$ cat config.mk
export PLATFORM = sky130hd
export DESIGN_NAME = aes_round_sequencer
export DESIGN_NICKNAME = d
export VERILOG_FILES = /design/src/rtl/aes_pkg.sv /design/src/rtl/aes_round_timer.sv /design/src/rtl/aes_round_sequencer.sv
export SDC_FILE = /design/constraint.sdc
export NUM_CORES = 1
export LEC_CHECK = 0
export ABC_CLOCK_PERIOD_IN_PS = 3460
export BUFFER_PORTS_ARGS = -buffer_cell sky130_fd_sc_hd__buf_4
export CORE_AREA = 2 2 307 309
export DETAILED_ROUTE_END_ITERATION = 6
export DIE_AREA = 0 0 309 311
export MAX_ROUTING_LAYER = met4
export PLACE_DENSITY_LB_ADDON = 0.3
export SLEW_MARGIN = 0
export SYNTH_ARGS = -nofsm -noshare
export SYNTH_HDL_FRONTEND = slang
export SYNTH_SLANG_ARGS = --single-unit
export TNS_END_PERCENT = 100
$ cat constraint.sdc
create_clock -name clk -period 3.46 [get_ports clk]
set_input_delay 0.173 -clock clk [delete_from_list [all_inputs] [get_ports clk]]
set_output_delay 0.173 -clock clk [all_outputs]
set_load 0.005 [all_outputs]
$ cat src/rtl/aes_pkg.sv
// Shared AES types and constants for the round sequencer slice.
package aes_pkg;

    typedef logic [3:0][3:0][7:0] state_t;

    localparam int unsigned AES128_NR = 10;
    localparam int unsigned AES192_NR = 12;
    localparam int unsigned AES256_NR = 14;

    typedef enum logic [1:0] {
        IDLE,
        RUN,
        DONE
    } seq_state_e;

    // A latency of 1 still needs a 1-bit counter that simply stays at zero.
    function automatic int unsigned cnt_width(input int unsigned lat);
        return (lat > 1) ? $clog2(lat) : 1;
    endfunction

endpackage

$ cat src/rtl/aes_round_timer.sv
// Cycle-within-round and round-number counters for the AES round sequencer.
module aes_round_timer
    import aes_pkg::*;
#(
    parameter int unsigned NR        = AES128_NR,
    parameter int unsigned ROUND_LAT = 4
) (
    input  logic       clk,
    input  logic       rst,
    input  logic       load_i,
    input  logic       run_i,
    output logic [3:0] round_o,
    output logic       round_done_o,
    output logic       last_round_o
);

    localparam int unsigned    CW         = cnt_width(ROUND_LAT);
    localparam logic [CW-1:0]  CNT_LAST   = CW'(ROUND_LAT - 1);
    localparam logic [3:0]     ROUND_LAST = 4'(NR);

    logic [CW-1:0] cnt_q, cnt_d;
    logic [3:0]    round_q, round_d;

    assign round_o      = round_q;
    assign round_done_o = (cnt_q == CNT_LAST);
    assign last_round_o = (round_q == ROUND_LAST);

    // The round number saturates at NR; leaving the last round is the FSM's job.
    always_comb begin
        cnt_d   = cnt_q;
        round_d = round_q;
        if (load_i) begin
            cnt_d   = '0;
            round_d = 4'd1;
        end else if (run_i) begin
            if (round_done_o) begin
                cnt_d = '0;
                if (!last_round_o) begin
                    round_d = round_q + 4'd1;
                end
            end else begin
                cnt_d = cnt_q + 1'b1;
            end
        end
    end

    always_ff @(posedge clk) begin
        if (rst) begin
            cnt_q   <= '0;
            round_q <= '0;
        end else begin
            cnt_q   <= cnt_d;
            round_q <= round_d;
        end
    end

endmodule

$ cat src/rtl/aes_round_sequencer.sv
// Iterative AES controller: initial AddRoundKey, NR passes through an external
// round datapath with fixed latency, then presents the ciphertext on valid/ready.
module aes_round_sequencer
    import aes_pkg::*;
#(
    parameter int unsigned NR        = AES128_NR,
    parameter int unsigned ROUND_LAT = 4
) (
    input  logic         clk,
    input  logic         rst,
    input  logic         in_valid,
    output logic         in_ready,
    input  logic [127:0] in_block,
    output logic         out_valid,
    input  logic         out_ready,
    output logic [127:0] out_block,
    output logic [3:0]   rk_idx,
    input  logic [127:0] rk,
    output logic         dp_en,
    output logic         dp_last,
    output logic [127:0] dp_state,
    output logic [127:0] dp_key,
    input  logic [127:0] dp_new_state
);

    seq_state_e state_q, state_d;
    state_t     st_q, st_d;

    logic [3:0] round;
    logic       round_done;
    logic       last_round;
    logic       tmr_load;
    logic       tmr_run;

    assign tmr_load = (state_q == IDLE) && in_valid;
    assign tmr_run  = (state_q == RUN);

    aes_round_timer #(
        .NR        (NR),
        .ROUND_LAT (ROUND_LAT)
    ) u_timer (
        .clk          (clk),
        .rst          (rst),
        .load_i       (tmr_load),
        .run_i        (tmr_run),
        .round_o      (round),
        .round_done_o (round_done),
        .last_round_o (last_round)
    );

    // st_q feeds the datapath for the whole round and only updates on its last cycle.
    assign dp_state  = st_q;
    assign dp_key    = rk;
    assign out_block = st_q;

    always_comb begin
        state_d   = state_q;
        st_d      = st_q;
        in_ready  = 1'b0;
        out_valid = 1'b0;
        rk_idx    = 4'd0;
        dp_en     = 1'b0;
        dp_last   = 1'b0;
        unique case (state_q)
            IDLE: begin
                in_ready = 1'b1;
                if (in_valid) begin
                    st_d    = in_block ^ rk;
                    state_d = RUN;
                end
            end
            RUN: begin
                rk_idx  = round;
                dp_en   = 1'b1;
                dp_last = last_round;
                if (round_done) begin
                    st_d = dp_new_state;
                    if (last_round) begin
                        state_d = DONE;
                    end
                end
            end
            DONE: begin
                out_valid = 1'b1;
                if (out_ready) begin
                    state_d = IDLE;
                end
            end
            default: begin
                state_d = IDLE;
            end
        endcase
    end

    always_ff @(posedge clk) begin
        if (rst) begin
            state_q <= IDLE;
            st_q    <= '0;
        end else begin
            state_q <= state_d;
            st_q    <= st_d;
        end
    end

endmodule

==> summary.md <==
| Metric | Value |
|---|---|
| DRC | 0 |
| P_int | 3.93 mW |
| Min Tclk post-route | 2290 ps |
| Cell Area, Placed | 14,200 µm² |
| Max FO, Critical Path | 43 |
| Port buffer count | 779 |
| Final HPWL DP | 31,300 µm |
| Worst-Skew Late Latency | 480 ps |
| Reg-to-Reg Start | u_timer.cnt_q[0] |
| Leak | 7.71 nW |
| Drt total wl | 39,400 µm |
| RSZ-0062 raised after global routing | false |
| Iteration count of the initial detailed-routing pass | 4 |
| Final period utilization | 66.1% |
| Power per standard cell area | 341 nW/µm² |
| CTS tree | built |
| Fmax achieved | 0.437 GHz |
| Net count, final | 1,898 |
| Die Wd | 309 µm |
| Final Wtd Congestion | 0.825 |
| Max transition margin | 54.3% |
| H-tree levels | 4 |
| Routed wl met2 | 20,200 µm |
| Sequential share of power | 33.2% |
| Total power | 5.48 mW |
| Via-to-Cell Ratio | 3.04 |
| ANT nets after route | 0 |
| Initial Util | 9.51% |
| Total CTS buffers | 17 |
| Area Growth Syn to Fin | 82.3% |
| Met3 wire len | 3080 µm |
| Uppermost layer routed | met4 |
| Warnings from Yosys | 0 |
| DRT iter0 DRCs | 241 |
| Fillers | 10,400 |
| Via count | 8,429 |
| CTS Buffer Depth | 2 |
| Vias in the first global route | 9,049 |
| I/O pin cnt | 780 |
| Worst Path Arrival | 2110 ps |
| Post-synth net total | 1,256 |
| #FFs+latches synth | 136 |
| HP Class | input pin to flip-flop |
| Hold path start | dp_new_state[126] |
| Sw frac | 28.2% |
| Tightest Pin Transition | 685 ps |
| Comb pwr share | 28.6% |
| First-pass GRT wire length | 55,300 µm |
| Finished Cell Area | 16,100 µm² |
| Maximum vdd drop | 0.282 mV |
| Setup crit end kind | output pin |
| Max Clock Skew | 15.1 ps |
| All-layer global routing usage | 8.09% |
| TNS Setup | 0 ps |
| Synthesized area per cell | 10.2 µm² |
| Core area | 92,800 µm² |
| Die H | 311 µm |
| Setup crit start | state_q[1] |
| Post-CTS Setup Repair Bufs | 0 |
| DIE AREA | 96,100 µm² |
| CP Data Required Time | 3290 ps |
| Switching power | 1.55 mW |
| Outcome | completed |
| GRT overflow | 0 |
| Sink Count | 136 |
| Setup Viol. Count Final | 0 |
| Startpoint types | flip-flop |
| # rows | 112 |
| Cell Area, Synth | 8820 µm² |
| Largest net degree at the start of global routing | 129 |
| Initial antenna violation count | 2 |
| CP Class | flip-flop to output pin |
| Clock transition at path regs | 70 ps |
| MaxCap Viol Count | 0 |
| Seq/Total Area, Yosys | 30.9% |
| Share of layout cells above drive strength 1 | 54.7% |
| Fin. max-slew vios | 0 |
| Final hold vios | 0 |
| Met1 Routed Length | 15,200 µm |
| Clock Tree Root | clkbuf_16 |
| Clock power share | 38.2% |
| Setup WS pre-CTS | 1390 ps |
| Syn Inst Count | 865 |
| Final setup margin | 1170 ps |
| Avg WL per Cell | 14.2 µm |
| Netlist cell types | 33 |
==> sequential cells by signal, summed over array words and instances, names as in the netlist <==
| signal | cells |
|---|---|
| u_timer.round_o | 4 |
| state_q | 2 |
| dp_state | 128 |
| u_timer.cnt_q | 2 |
==> placed cells by master, fill, tap and decap left out, drive strengths merged, types with 5 or more instances in the layout <==
cell type and count:
buf 795, dfxtp 136, xor2 128, mux2i 128
o2bb2ai 128, dlygate4sd3 128, clkbuf 20, nor2 5
bufinv 5, nand2 5
==> worst paths after layout <==
path	end	slack (ps)	depth (start not counted)
worst min-delay path	dp_state[126]	60	3
worst max-delay path	rk_idx[0]	1170	4
worst max register to register	dp_state[120]	1390	5
worst min register to register	u_timer.cnt_q[1]	470	2
==> power groups by stage <==
stage / Clock (mW) / Sequential (mW) / Combinational [mW]
after floorplan: 0 / 1.82 / 0.728
after global placement: 0 / 1.86 / 1.47
after detailed placement: 0 / 1.85 / 1.47
after CTS: 2.24 / 1.82 / 1.59
after global routing: 2.29 / 1.84 / 1.69
final: 2.10 / 1.82 / 1.57
==> metrics by stage <==
step | instances | hold slack [ps] | utilization (%)
after floorplan | 865 | 245 | -
after global placement | 2614 | 410 | 15.3
after detailed placement | 2614 | 421 | 15.3
after CTS | 2774 | 1.17 | 17.3
after global routing | 2775 | 27.2 | 17.3
final | 2776 | 57.2 | 17.3
==> cells in the mapped netlist, drive strengths merged <==
library cell    n  area, µm²
buf           300       2280
dfxtp         136       2720
mux2i         128       1280
o2bb2ai       128       1120
xor2          128       1120
nand2           5       18.8
nor2            5       18.8
a21oi           4       23.8
inv             4       15.0
and2            3       18.8
ha              3       37.5
a211oi          2       15.0
mux2            2       26.3
nand2b          2       12.5
nor3b           2       15.0
a311oi          1       8.76
a31oi           1       6.26
and3            1       6.26
and4            1       8.76
nand3           1       5.00
nand3b          1       7.51
nor3            1       5.00
o221a           1       11.3
o31ai           1       7.51
o32a            1       10.0
or2             1       6.26
or3             1       6.26
or4             1       7.51
==> critical path, stage by stage, from the launching register on <==
cell and delay, ps:
dfxtp_1 480, nand2b_4 430, buf_12 370, nor2_1 120, buf_4 170
==> routing by layer <==
metal | track usage (%) | up-vias
met1 | 8.35 | 3911
met3 | 2.72 | 44
met2 | 14.0 | 419
met4 | 3.28 | 0
met5 | - | -
li1 | - | 4055
==> cells by family after synthesis <==
family	after synthesis	synth area share [%]
AO/OA/AOI/OAI	139	13.6
XOR/XNOR	128	12.7
adder cells (fa/ha/maj)	3	0.426
buffers and inverters	304	26.0
flip-flops	136	30.9
multiplexers	130	14.8
AND/OR/NAND/NOR	25	1.55
==> cell type report <==
type	instances	area, µm²	share of cell area (%)
clock inverters	12	200	1.25
clock buffers	20	437	2.72
diodes	2	5.00	0.0311
inverters	4	15.0	0.0934
repair buffers	923	7300	45.4
flip-flops and latches	136	2720	16.9
multi-input cells	425	3830	23.8
well taps	1254	1570	9.76
==> repair_timing <==
item                                   in CTS  in global routing
endpoints found under the hold margin     128                  0
gates resized for setup                     0                  0
setup endpoints to repair                   0                  0
hold buffers                              128                  0
(Power assumes the default switching activity.)
